$ cat src/rtl/rst_seq_pkg.sv
// rst_seq_pkg: state and cause encodings shared by the reset sequencer files.
package rst_seq_pkg;
   typedef enum logic [1:0] {HOLD = 2'd0, WAIT_REL = 2'd1, RUN = 2'd2} state_e;
   typedef enum logic [1:0] {CAUSE_POR = 2'd0, CAUSE_BTN = 2'd1, CAUSE_WDT = 2'd2} cause_e;

   function automatic int cnt_w(input int n);
      return (n > 1) ? $clog2(n) : 1;
   endfunction
endpackage

$ cat src/rtl/btn_debouncer.sv
// btn_debouncer: synchronizes the raw button, debounces it and flags debounced presses.
module btn_debouncer
   import rst_seq_pkg::*;
#(
   parameter int DEBOUNCE_CYCLES = 16
) (
   input  logic Clk,
   input  logic Reset,
   input  logic Btn,
   output logic Level,
   output logic Press
);
   localparam int CW = cnt_w(DEBOUNCE_CYCLES);

   logic          sync1_q, sync2_q;
   logic          level_q, level_d;
   logic          press_q, press_d;
   logic [CW-1:0] cnt_q, cnt_d;

   always_comb begin
      level_d = level_q;
      cnt_d   = '0;
      if (sync2_q != level_q) begin
         if (cnt_q == CW'(DEBOUNCE_CYCLES - 1))
            level_d = ~level_q;
         else
            cnt_d = cnt_q + 1'b1;
      end
      press_d = level_d & ~level_q;
   end

   always_ff @(posedge Clk or posedge Reset) begin
      if (Reset) begin
         sync1_q <= 1'b0;
         sync2_q <= 1'b0;
         level_q <= 1'b0;
         press_q <= 1'b0;
         cnt_q   <= '0;
      end else begin
         sync1_q <= Btn;
         sync2_q <= sync1_q;
         level_q <= level_d;
         press_q <= press_d;
         cnt_q   <= cnt_d;
      end
   end

   assign Level = level_q;
   assign Press = press_q;
endmodule

$ cat src/rtl/reset_sequencer.sv
// reset_sequencer: stretches POR, button and watchdog resets into clean Cpu_Rst pulses.
module reset_sequencer
   import rst_seq_pkg::*;
#(
   parameter int DEBOUNCE_CYCLES = 16,
   parameter int HOLD_CYCLES     = 8,
   parameter int WDT_CYCLES      = 1024
) (
   input  logic       Clk,
   input  logic       Reset,
   input  logic       Btn_Rst,
   input  logic       Wdt_En,
   input  logic       Wdt_Kick,
   output logic       Cpu_Rst,
   output logic [1:0] Rst_Cause,
   output logic       Rst_Done
);
   localparam int HW = cnt_w(HOLD_CYCLES);
   localparam int WW = cnt_w(WDT_CYCLES);

   state_e        state_q, state_d;
   cause_e        cause_q, cause_d;
   logic [HW-1:0] hold_q, hold_d;
   logic [WW-1:0] wdt_q, wdt_d;
   logic          cpu_rst_q, cpu_rst_d;
   logic          done_q, done_d;
   logic          level, press;

   btn_debouncer #(.DEBOUNCE_CYCLES(DEBOUNCE_CYCLES)) u_deb (
      .Clk   (Clk),
      .Reset (Reset),
      .Btn   (Btn_Rst),
      .Level (level),
      .Press (press)
   );

   always_comb begin
      state_d = state_q;
      cause_d = cause_q;
      hold_d  = (state_q == HOLD) ? hold_q + 1'b1 : '0;
      wdt_d   = '0;
      if (state_q == HOLD) begin
         if (hold_q == HW'(HOLD_CYCLES - 1))
            state_d = (cause_q == CAUSE_BTN && level) ? WAIT_REL : RUN;
      end else if (state_q == WAIT_REL) begin
         if (!level)
            state_d = RUN;
      end else if (state_q == RUN) begin
         wdt_d = (!Wdt_En || Wdt_Kick) ? '0 : wdt_q + 1'b1;
         // button outranks a coincident watchdog expiry; a kick cancels expiry
         if (press) begin
            state_d = HOLD;
            cause_d = CAUSE_BTN;
         end else if (Wdt_En && !Wdt_Kick && wdt_q == WW'(WDT_CYCLES - 1)) begin
            state_d = HOLD;
            cause_d = CAUSE_WDT;
         end
      end else begin
         state_d = HOLD;
      end
      if (state_d == HOLD && state_q != HOLD) begin
         hold_d = '0;
         wdt_d  = '0;
      end
      cpu_rst_d = (state_d != RUN);
      done_d    = cpu_rst_q & ~cpu_rst_d;
   end

   always_ff @(posedge Clk or posedge Reset) begin
      if (Reset) begin
         state_q   <= HOLD;
         cause_q   <= CAUSE_POR;
         hold_q    <= '0;
         wdt_q     <= '0;
         cpu_rst_q <= 1'b1;
         done_q    <= 1'b0;
      end else begin
         state_q   <= state_d;
         cause_q   <= cause_d;
         hold_q    <= hold_d;
         wdt_q     <= wdt_d;
         cpu_rst_q <= cpu_rst_d;
         done_q    <= done_d;
      end
   end

   assign Cpu_Rst   = cpu_rst_q;
   assign Rst_Cause = cause_q;
   assign Rst_Done  = done_q;
endmodule

$ cat config.mk
export PLATFORM = sky130hd
export DESIGN_NAME = reset_sequencer
export DESIGN_NICKNAME = d
export VERILOG_FILES = /design/src/rtl/rst_seq_pkg.sv /design/src/rtl/btn_debouncer.sv /design/src/rtl/reset_sequencer.sv
export SDC_FILE = /design/constraint.sdc
export NUM_CORES = 1
export LEC_CHECK = 0
export CORE_ASPECT_RATIO = 1.5
export CORE_MARGIN = 3
export CORE_UTILIZATION = 50
export DETAILED_ROUTE_END_ITERATION = 7
export GPL_TIMING_DRIVEN = 0
export PLACE_DENSITY = 0.81
export SETUP_SLACK_MARGIN = 0.02
export SLEW_MARGIN = 40
export SYNTH_ARGS = -nofsm -noshare
export SYNTH_HDL_FRONTEND = slang
export SYNTH_SLANG_ARGS = --single-unit
export TNS_END_PERCENT = 10
$ cat constraint.sdc
create_clock -name Clk -period 1.4 [get_ports Clk]
set_input_delay 0.35 -clock Clk [delete_from_list [all_inputs] [get_ports Clk]]
set_output_delay 0.35 -clock Clk [all_outputs]
set_load 0.02 [all_outputs]
==> flow_summary.json <==
{
  "crit_path_end_kind": "output pin",
  "core_area_um2": 2260,
  "tightestPinTransition_ns": 0.539,
  "grt_overflow_total": 0,
  "yosys.area.top_type_share_pct": 53.7,
  "criticalPathCategory": "flip-flop to output pin",
  "antenna_cells": 0,
  "i_o_pins": 9,
  "clock.fmax_mhz": 734,
  "post_cts_hold_buffer_count": 0,
  "setup_viol_count_final": 0,
  "ff_latch_area_um2": 678,
  "cp.required_ns": 1.05,
  "min_period_ns": 1.36,
  "htree_levels": 1,
  "postSynthCellCount": 106,
  "worst_hold_path_type": "primary input to async pin",
  "worstReg2RegStart": "state_q[0]",
  "cpPeakStageDelay_ns": 0.57,
  "multiInputGateArea_um2": 566,
  "via_per_inst": 6.12,
  "initial_core_util_pct": 53.7,
  "buffer_ports.inserted": 8,
  "synth.distinct_cells": 32,
  "final_cells": 142,
  "post-route-drc-count": 0,
  "skew_ns": 0.00169,
  "design.final.nets": 129,
  "power.density_cell_area_nw_per_um2": 867,
  "leakagePower_nw": 0.591,
  "drt_wl_total_mm": 2.23,
  "tritoncts": "done",
  "critPathLaunchType": "flip-flop",
  "hold_violations": 0,
  "cts_sinks": 27,
  "fp-row-count": 21,
  "finalMaxSlewViolations": 0,
  "largest_net_degree_at_the_start_of_global_routing": 28,
  "die_width_um": 46.2,
  "setup-tns-final_ns": 0,
  "fin_hold_ws_ns": 0.362,
  "detail-route-antenna-nets": 0,
  "design.die.area_um2": 3060,
  "avgRoutedWirePerCell_um": 15.7,
  "cap_violations": 0,
  "clk_pin_slew_worst_paths_ns": 0.15,
  "weighted_congestion_reported_at_the_end_of_routability_driven_placement": 0.823,
  "first_global_vias": 886,
  "cp.arrival_ns": 1.01,
  "crit_fanout": 3,
  "hpwl_mm": 1.54,
  "ys_ff_latch": 27,
  "peakVddDrop_uv": 462,
  "grt_pass1_wl_mm": 3.77,
  "clock_tree.root_cell": "clkbuf_4",
  "floorplan.die.height_um": 66.3,
  "grt_use_total_pct": 16.9,
  "final_min_period_over_clock_period_pct": 97.3,
  "ranking_of_synthesized_cells_by_area": "dfrtp_1, ha_1, nor3b_1",
  "yosysWarnings": 0,
  "path_buf_inv": 1,
  "synth.cell_area_um2": 1210,
  "finalInstanceArea_um2": 1400,
  "detail_route.iter0.violations": 23,
  "buffers_from_clock_root_to_sink_at_most": 2,
  "status": "finished clean",
  "filler_cell_count": 184,
  "placed_cell_area_um2": 1320,
  "drtPass1Iterations": 4,
  "worst_path_dominant_cell_family": "flip-flops",
  "worstSetupStartpoint": "Cpu_Rst",
  "yosysTopAreaCell": "dfrtp_1",
  "path_cells": "buf_6",
  "layout-area-overhead-vs-synth_pct": 15.5,
  "cts_made_buffers": 3,
  "rsz0062_at_grt": "yes",
  "synth.yosys.seq_area_share_pct": 55.8,
  "grt_antenna_before_repair": 0,
  "timing.max_slew.rel_slack_pct": 64.0,
  "fin_total_pwr_w": 0.00121,
  "clock_insertion_delay_worst_skew_ns": 0.32,
  "routed-via-count": 869,
  "synth_area_per_cell_um2": 11.4,
  "synth.net_count": 115,
  "share_of_final_layout_standard_cells_stronger_than_drive_strength_1_pct": 20.2,
  "cp_slowest_cell": "dfstp_2",
  "place.detailed.instances": 137
}
==> where the power goes <==
group          leakage, nW  switching [W]  internal [W]
clock               0.0177       0.000235      0.000107
sequential           0.353      0.0000136      0.000793
combinational        0.220      0.0000353     0.0000290
total                0.591       0.000284      0.000929
==> per-stage QoR <==
stage | utilization, % | setup slack (ns)
floorplan | - | 0.109
global placement | 58.5 | -0.252
detailed placement | 58.5 | -0.319
CTS | 61.0 | 0.00598
global route | 62.0 | -0.0189
finish | 62.0 | 0.0372
==> cells in the mapped netlist <==
cell and n:
a32o_1 1, ha_1 4, nor4bb_1 1, clkbuf_1 1, nand4b_1 1, nand4_1 5, xnor2_1 4, dfstp_2 1
nand3_1 5, o21ai_0 6, dfrtp_1 26, nor3b_4 1, nor3_1 4, a22o_1 2, a21oi_1 5, and4_1 1
and2_1 1, nand4_2 1, a22oi_1 2, and4_2 1, nor3b_1 6, a211oi_1 3, nor2_1 5, xor2_1 1
inv_1 5, nand2_1 1, nor2b_1 4, mux2_2 1, or3_1 4, nand2_2 1, o22ai_1 1, or2_2 1
==> cells in the final DEF, fill, tap and decap left out, types with 2 or more instances in the layout <==
cell,count
clkdlybuf4s50_1,4
nor2b_1,3
o21ai_0,6
nor3b_1,6
a22o_1,2
nor2_1,5
clkbuf_4,4
a21oi_1,5
dfrtp_1,25
a211oi_1,3
buf_2,2
ha_1,3
nor3_1,3
or3_1,4
inv_1,4
xnor2_1,4
nand4_1,5
nand3_1,5
==> area by class of cell <==
class	count	area share, %
Multi-Input combinational cell	73	40.4
Tap cell	23	2.06
Sequential cell	27	48.4
Clock buffer	3	1.61
Inverter	5	1.34
Clock inverter	1	0.357
Timing Repair Buffer	9	5.27
Buffer	1	0.536
==> kinds of logic (layout without fill, tap and decap cells) <==
kind of cell | count (synthesis) | after routing | synth area share, %
xor gates and xnor gates | 5 | 5 | 3.61
DFF | 27 | 27 | 55.8
AOI/OAI and AO/OA | 20 | 20 | 10.4
adders and majority gates | 4 | 4 | 4.13
muxes | 1 | 1 | 0.929
buffers and inverters | 6 | 19 | 1.86
and+or+nand+nor | 43 | 43 | 23.2
==> flip-flops by register name, summed over array words and instances (netlist names) <==
signal         flops
Rst_Done           1
state_q            2
wdt_q             10
u_deb.Level        1
u_deb.cnt_q        4
u_deb.sync1_q      1
u_deb.Press        1
hold_q             3
u_deb.sync2_q      1
Cpu_Rst            1
Rst_Cause          2
==> path summary, 6_finish.rpt <==
kind | end | slack, ns | depth (start not counted)
worst min-delay path | u_deb.sync1_q | 0.36 | 2
max in group asynchronous | wdt_q[2] | 0.65 | 2
worst min register to register | u_deb.sync2_q | 0.37 | 0
worst max register to register | Rst_Cause[0] | 0.05 | 4
worst max-delay path | Cpu_Rst | 0.04 | 1
min in group Clk | u_deb.sync2_q | 0.37 | 0
==> metal layers <==
layer | track usage (%) | up-vias | part of all wire [%]
li1 | - | 415 | -
met1 | 20.1 | 437 | 44
met2 | 28.6 | 12 | 52
met3 | 2.45 | 5 | 2.0
met4 | 7.47 | 0 | 1.9
met5 | 0 | - | 0
==> what timing repair did <==
action                                  CTS  global route
hold endpoints to repair                  0             0
endpoints found under the setup margin   14            15
pin swaps                                 1             2
setup buffers                             0             1
resized for setup                        19            11
(Power assumes the default switching activity.)
